## src/rtl/fifo_flush_pkg.sv

```systemverilog
// Shared types and geometry for the 4-bit-in / 32-bit-out flushable FIFO
// and its read-side scheduler.
package fifo_flush_pkg;

  localparam int FIFO_RD_WIDTH = 32;
  localparam int FIFO_WR_WIDTH = 4;
  localparam int FIFO_BITS     = 128;

  typedef enum logic [1:0] {
    IDLE  = 2'd0,
    FLUSH = 2'd1,
    DONE  = 2'd2
  } flush_state_e;

endpackage

```

## src/rtl/flush_idle_timer.sv

```systemverilog
// Saturating stall counter; expired asserts once IDLE_TIMEOUT consecutive
// enabled cycles have been seen. Never expires when IDLE_TIMEOUT is 0.
module flush_idle_timer #(
  parameter int IDLE_TIMEOUT = 64
) (
  input  logic clk,
  input  logic rst,
  input  logic en,
  input  logic clr,
  output logic expired
);

  localparam int TW = (IDLE_TIMEOUT > 0) ? $clog2(IDLE_TIMEOUT + 1) : 1;

  generate
    if (IDLE_TIMEOUT == 0) begin : g_off
      assign expired = 1'b0;
    end else begin : g_on
      localparam logic [TW-1:0] TC = TW'(IDLE_TIMEOUT);
      logic [TW-1:0] r_cnt;

      always_ff @(posedge clk or negedge rst) begin
        if (!rst) begin
          r_cnt <= '0;
        end else if (clr) begin
          r_cnt <= '0;
        end else if (en && (r_cnt != TC)) begin
          r_cnt <= r_cnt + TW'(1);
        end
      end

      assign expired = (r_cnt == TC);
    end
  endgenerate

endmodule

```

## src/rtl/fifo_flush_ctrl.sv

```systemverilog
// Read-side scheduler: drains FIFO words through a one-entry output register
// and sequences software / idle-timeout flush requests to the FIFO.
//   state | meaning
//   IDLE  | normal draining; waits for pending request or idle timeout
//   FLUSH | fifo_flush_o held high until the FIFO reports completion
//   DONE  | one cycle: retire flush, pulse flush_done_o, bump counter
module fifo_flush_ctrl
  import fifo_flush_pkg::*;
#(
  parameter int RD_WIDTH     = FIFO_RD_WIDTH,
  parameter int IDLE_TIMEOUT = 64,
  parameter int CNT_WIDTH    = 8
) (
  input  logic                 clk,
  input  logic                 rst,
  input  logic                 fifo_data_avail_i,
  input  logic                 fifo_empty_i,
  input  logic [RD_WIDTH-1:0]  fifo_rd_data_i,
  input  logic                 fifo_flush_done_i,
  output logic                 fifo_rd_valid_o,
  output logic                 fifo_flush_o,
  input  logic                 flush_req_i,
  output logic                 out_valid_o,
  output logic [RD_WIDTH-1:0]  out_data_o,
  input  logic                 out_ready_i,
  output logic                 flush_busy_o,
  output logic                 flush_done_o,
  output logic [CNT_WIDTH-1:0] flush_cnt_o
);

  flush_state_e         r_state;
  flush_state_e         w_state_nxt;
  logic                 r_pending;
  logic                 r_flush;
  logic                 r_done;
  logic                 r_out_valid;
  logic [RD_WIDTH-1:0]  r_out_data;
  logic [CNT_WIDTH-1:0] r_cnt;
  logic                 w_rd;
  logic                 w_enter_flush;
  logic                 w_noop;
  logic                 w_stall;
  logic                 w_expired;

  // Gated by rst so no word is popped while the scheduler is held in reset.
  assign w_rd    = rst && fifo_data_avail_i && (!r_out_valid || out_ready_i);
  assign w_stall = (r_state == IDLE) && !fifo_empty_i && !fifo_data_avail_i;

  flush_idle_timer #(
    .IDLE_TIMEOUT(IDLE_TIMEOUT)
  ) u_idle_timer (
    .clk     (clk),
    .rst     (rst),
    .en      (w_stall),
    .clr     (!w_stall),
    .expired (w_expired)
  );

  always_comb begin
    w_state_nxt   = r_state;
    w_enter_flush = 1'b0;
    w_noop        = 1'b0;
    unique case (r_state)
      IDLE: begin
        if ((r_pending || w_expired) && !fifo_empty_i) begin
          w_state_nxt   = FLUSH;
          w_enter_flush = 1'b1;
        end else if (r_pending && fifo_empty_i) begin
          w_noop = 1'b1;
        end
      end
      FLUSH: begin
        if (fifo_flush_done_i) begin
          w_state_nxt = DONE;
        end
      end
      DONE: begin
        w_state_nxt = IDLE;
      end
      default: begin
        w_state_nxt = IDLE;
      end
    endcase
  end

  always_ff @(posedge clk or negedge rst) begin
    if (!rst) begin
      r_state   <= IDLE;
      r_pending <= 1'b0;
      r_flush   <= 1'b0;
      r_done    <= 1'b0;
      r_cnt     <= '0;
    end else begin
      r_state <= w_state_nxt;
      r_flush <= (w_state_nxt == FLUSH);
      r_done  <= (w_state_nxt == DONE) || w_noop;
      // Entry to FLUSH absorbs a same-cycle request into the flush starting now.
      if (w_enter_flush) begin
        r_pending <= 1'b0;
      end else if (flush_req_i) begin
        r_pending <= 1'b1;
      end else if (w_noop) begin
        r_pending <= 1'b0;
      end
      if (w_state_nxt == DONE) begin
        r_cnt <= r_cnt + CNT_WIDTH'(1);
      end
    end
  end

  always_ff @(posedge clk or negedge rst) begin
    if (!rst) begin
      r_out_valid <= 1'b0;
      r_out_data  <= '0;
    end else if (w_rd) begin
      r_out_valid <= 1'b1;
      r_out_data  <= fifo_rd_data_i;
    end else if (out_ready_i) begin
      r_out_valid <= 1'b0;
    end
  end

  assign fifo_rd_valid_o = w_rd;
  assign fifo_flush_o    = r_flush;
  assign out_valid_o     = r_out_valid;
  assign out_data_o      = r_out_data;
  assign flush_done_o    = r_done;
  assign flush_cnt_o     = r_cnt;
  assign flush_busy_o    = r_pending || (r_state != IDLE);

endmodule

```

## config.mk

```make
export PLATFORM = sky130hd
export DESIGN_NAME = fifo_flush_ctrl
export DESIGN_NICKNAME = d
export VERILOG_FILES = /design/src/rtl/fifo_flush_pkg.sv /design/src/rtl/flush_idle_timer.sv /design/src/rtl/fifo_flush_ctrl.sv
export SDC_FILE = /design/constraint.sdc
export NUM_CORES = 1
export LEC_CHECK = 0
export ABC_CLOCK_PERIOD_IN_PS = 1600
export CORE_UTILIZATION = 43
export CTS_CLUSTER_DIAMETER = 120
export DETAILED_ROUTE_END_ITERATION = 8
export GPL_ROUTABILITY_DRIVEN = 0
export PLACE_DENSITY = 0.85
export RECOVER_POWER = 25
export SLEW_MARGIN = 25
export SYNTH_ARGS = -nofsm -noshare
export SYNTH_HDL_FRONTEND = slang
export SYNTH_SLANG_ARGS = --single-unit
```

## constraint.sdc

```tcl
create_clock -name clk -period 1.6 [get_ports clk]
set_input_delay 0.24 -clock clk [delete_from_list [all_inputs] [get_ports clk]]
set_output_delay 0.24 -clock clk [all_outputs]
set_load 0.01 [all_outputs]
```

==> impl_results.md <==
- Die height: roughly 73 um
- Hold-fix buffers, CTS: 0
- Final nets: 291
- Post-Layout Cell Count: 317
- Syn Nets: 199
- Gr ovfl total: 0
- Simple-gate portion of the synthesized area: 8.47%
- Worst-path fanout max: 2
- Root Driver: clkbuf_8
- Final Hold Fails: 0
- Placed Cells: 308
- Largest net degree at the start of global routing: 54
- Synth Area in Adders: 1.72%
- Peak VDD IR: 0.000708 V
- Post-place setup slack: -0.254 ns
- Clock latency on the worst-skew pair: 0.30 ns
- Vias in the first global route: ~1,600
- Logic pwr share: roughly a third
- Req. time, crit path: 1.36 ns
- Synth Warn #: 0
- Synth Cell Area: 2190 sq um
- Synth Area in XOR/XNOR: 3.61%
- Fin util: between 60% and 70%
- Final Max Slew Viols: 0
- Max Fclk: 647 MHz
- Synth top area share: 60.7%
- Synth unique cells: 28
- Worst-path clk slew: around 0.10 ns
- TritonCTS buffer count: 5
- Critical path class: reg -> out
- Seq pwr share: a little under half
- I/O Pins: 84
- Area of the core: 4820 sq um
- Number of buffers added on ports: 83
- Area Growth Syn to Fin: 46.5%
- Met3 WL post-DR: around 260 um
- Mean Syn Cell Area: 13.9 sq um
- Total Die Area: 5370 sq um
- Status: completed
- HP Class: in -> reg
- Row count: 25
- Power Density: 1180 nW/um^2
- Register area: ~1300 sq um
- Drt wl/cell: 13.9 um
- Synth Flop Type: dfrtp_1
- Most frequent cell after synthesis: dfrtp_1
- Synth cell count leaders: dfrtp_1 (53), mux2_2 (33), nand3_1 (8)
- Minimum clock period: around 1.5 ns
- Antenna-violating nets left: 0
- Drt total wl: between 4 and 5 mm
- Synth Register Bits: 53
- Multi-input logic area: 806 sq um
- CTS max path bufs: 2
- DR WL met2: 2.28 mm
- Vias: 1,539
- Leak pwr: 1.32 nW
- ANT cells: 0
- Worst Setup Start Kind: flop
- Max_slew headroom: 15.7%
- Sum Neg Setup Slack: 0 ns
- Slew @ Worst Pin: 1.26 ns
- Final period util: a little over nine tenths
- Post-route setup slack: 0.0551 ns
- Horiz. Die Dim: 73.3 um
- WL met1: 1.84 mm
- CP Buf/Inv Count: 1
- Mux cell area share after synthesis: 17.0%
- First-pass GRT wire length: 7.05 mm
- Violation count after the first detailed-route iteration: between 40 and 50
- Top layer in use: met4
- Sw frac: 28.9%
- Initial antenna violation count: 0
- Internal Power: 0.00268 W
- Layout cells sized above 1: 25.2%
- Initial core utilization: 45.4%
- Dpl hpwl: 3.26 mm
- Clock Sinks: 53
- Setup Skew: 0.00536 ns
- Main combinational cell family by area after synthesis: multiplexers
- Gr usage total: 17.5%
- Synth area leader: dfrtp_1
- Seq/Total Area, Yosys: 60.7%
- Via/cell ratio: about 5
- Clk pwr share: 20.2%
- Asr flop ratio synth: 100%
- Drt first pass iters: 4
- Crit end category: output port
- Compound-cell area share of the yosys netlist: 5.72%
- Largest cells by area after synthesis: dfrtp_1 (61%), mux2_2 (17%), xnor2_1 (2.4%)
- CTS tree: built
- Worst path slowest cell: or3_2
- CTS HTree Levels: 2
- Final setup viols: 0
- Max Cap Viol: 0
- Mapped Cells: between 150 and 200
- # fillers: 403
- Total power: 0.00377 W
- NetSw: 0.00109 W
- CP max stage delay: 0.46 ns
- Number of flops mapped to enable cells by yosys: 0
- CP top delay family: simple AND/OR/NAND/NOR gates
- Critical Path, Cell by Cell: or3_2, buf_2
- DRC: 0
- Arrival time worst endpoint: 1.30 ns
[cell families (layout without fill, tap and decap cells)]
logic type      after synthesis  count (layout)
compound gates               17              17
fa+ha+maj                     3               3
flops                        53              53
buf+inv                      11             104
simple gates                 31              31
xor+xnor                      9               9
mux                          33              33
[layout make-up]
class | count | share of cell area [%]
Sequential cell | 53 | 41.5
Multi-Input combinational cell | 93 | 25.2
Tap cell | 67 | 2.62
Clock inverter | 3 | 0.781
Inverter | 6 | 0.703
Timing Repair Buffer | 90 | 27.1
Clock buffer | 5 | 2.15
[stage by stage]
stage / hold slack, ns / area, sq um
6_report: 0.287 / 3200
5_1_grt: 0.341 / 3200
4_1_cts: 0.0908 / 3200
3_5_place_dp: 0.433 / 3110
3_3_place_gp: 0.450 / 3110
2_1_floorplan: -0.0556 / 2190
[state kept, by name (all words and copies together) (netlist names)]
name                     cells
out_data_o                  32
fifo_flush_o                 1
flush_cnt_o                  8
r_state                      2
r_pending                    1
flush_done_o                 1
out_valid_o                  1
u_idle_timer.g_on.r_cnt      7
[power by group through the flow]
stage          Sequential [W]  Combinational, W  Clock, W
3_3_place_gp          0.00181           0.00120         0
5_1_grt               0.00183           0.00131  0.000847
4_1_cts               0.00179           0.00122  0.000794
2_1_floorplan         0.00191          0.000397         0
3_5_place_dp          0.00181           0.00123         0
6_report              0.00179           0.00122  0.000760
[metal layers]
metal  vias up  global-route usage (%)
li1        738                       -
met1       753                    21.2
met2        46                    30.7
met3         2                    4.94
met4         0                    4.49
met5         -                       0
[worst paths after layout]
kind / slack (ns) / to / startpoint / cells after the start
setup / recovery: 0.06 / flush_busy_o / r_pending$_DFFE_PN0P_ / 2
hold / removal: 0.29 / out_valid_o$_DFFE_PN0P_ / rst / 3
setup reg to reg: 0.07 / u_idle_timer.g_on.r_cnt[0]$_DFFE_PN0P_ / r_state[0]$_DFF_PN0_ / 4
hold reg to reg: 0.49 / flush_cnt_o[7]$_DFFE_PN0N_ / flush_cnt_o[7]$_DFFE_PN0N_ / 1
max in group asynchronous: 0.42 / flush_cnt_o[2]$_DFFE_PN0N_ / rst / 2
min in group asynchronous: 0.36 / out_valid_o$_DFFE_PN0P_ / rst / 2
[cells in the final DEF, fill, tap and decap left out, types with 3 or more instances in the layout]
cell type	synthesis	final
clkdlybuf4s50_1	0	80
dfrtp_1	53	51
mux2_2	33	33
nand3_1	8	8
inv_1	6	6
nand2_1	6	6
xnor2_1	6	6
buf_4	3	6
clkbuf_8	0	5
a21oi_1	4	4
a21oi_2	5	4
nor2_1	3	3
xor2_1	3	3
o21ai_0	3	3
or3_1	3	3
ha_1	3	3
[what timing repair did]
action,in CTS,in global routing
buffers inserted,0,1
endpoints found under the setup margin,2,3
cloned,0,0
gates resized for setup,5,2
[tightest hold or removal path, cell delays in order]
cell and delay (ns):
clkbuf_1 0.11, nand2_1 0.11, o21ai_0 0.09
(Power assumes the default switching activity.)
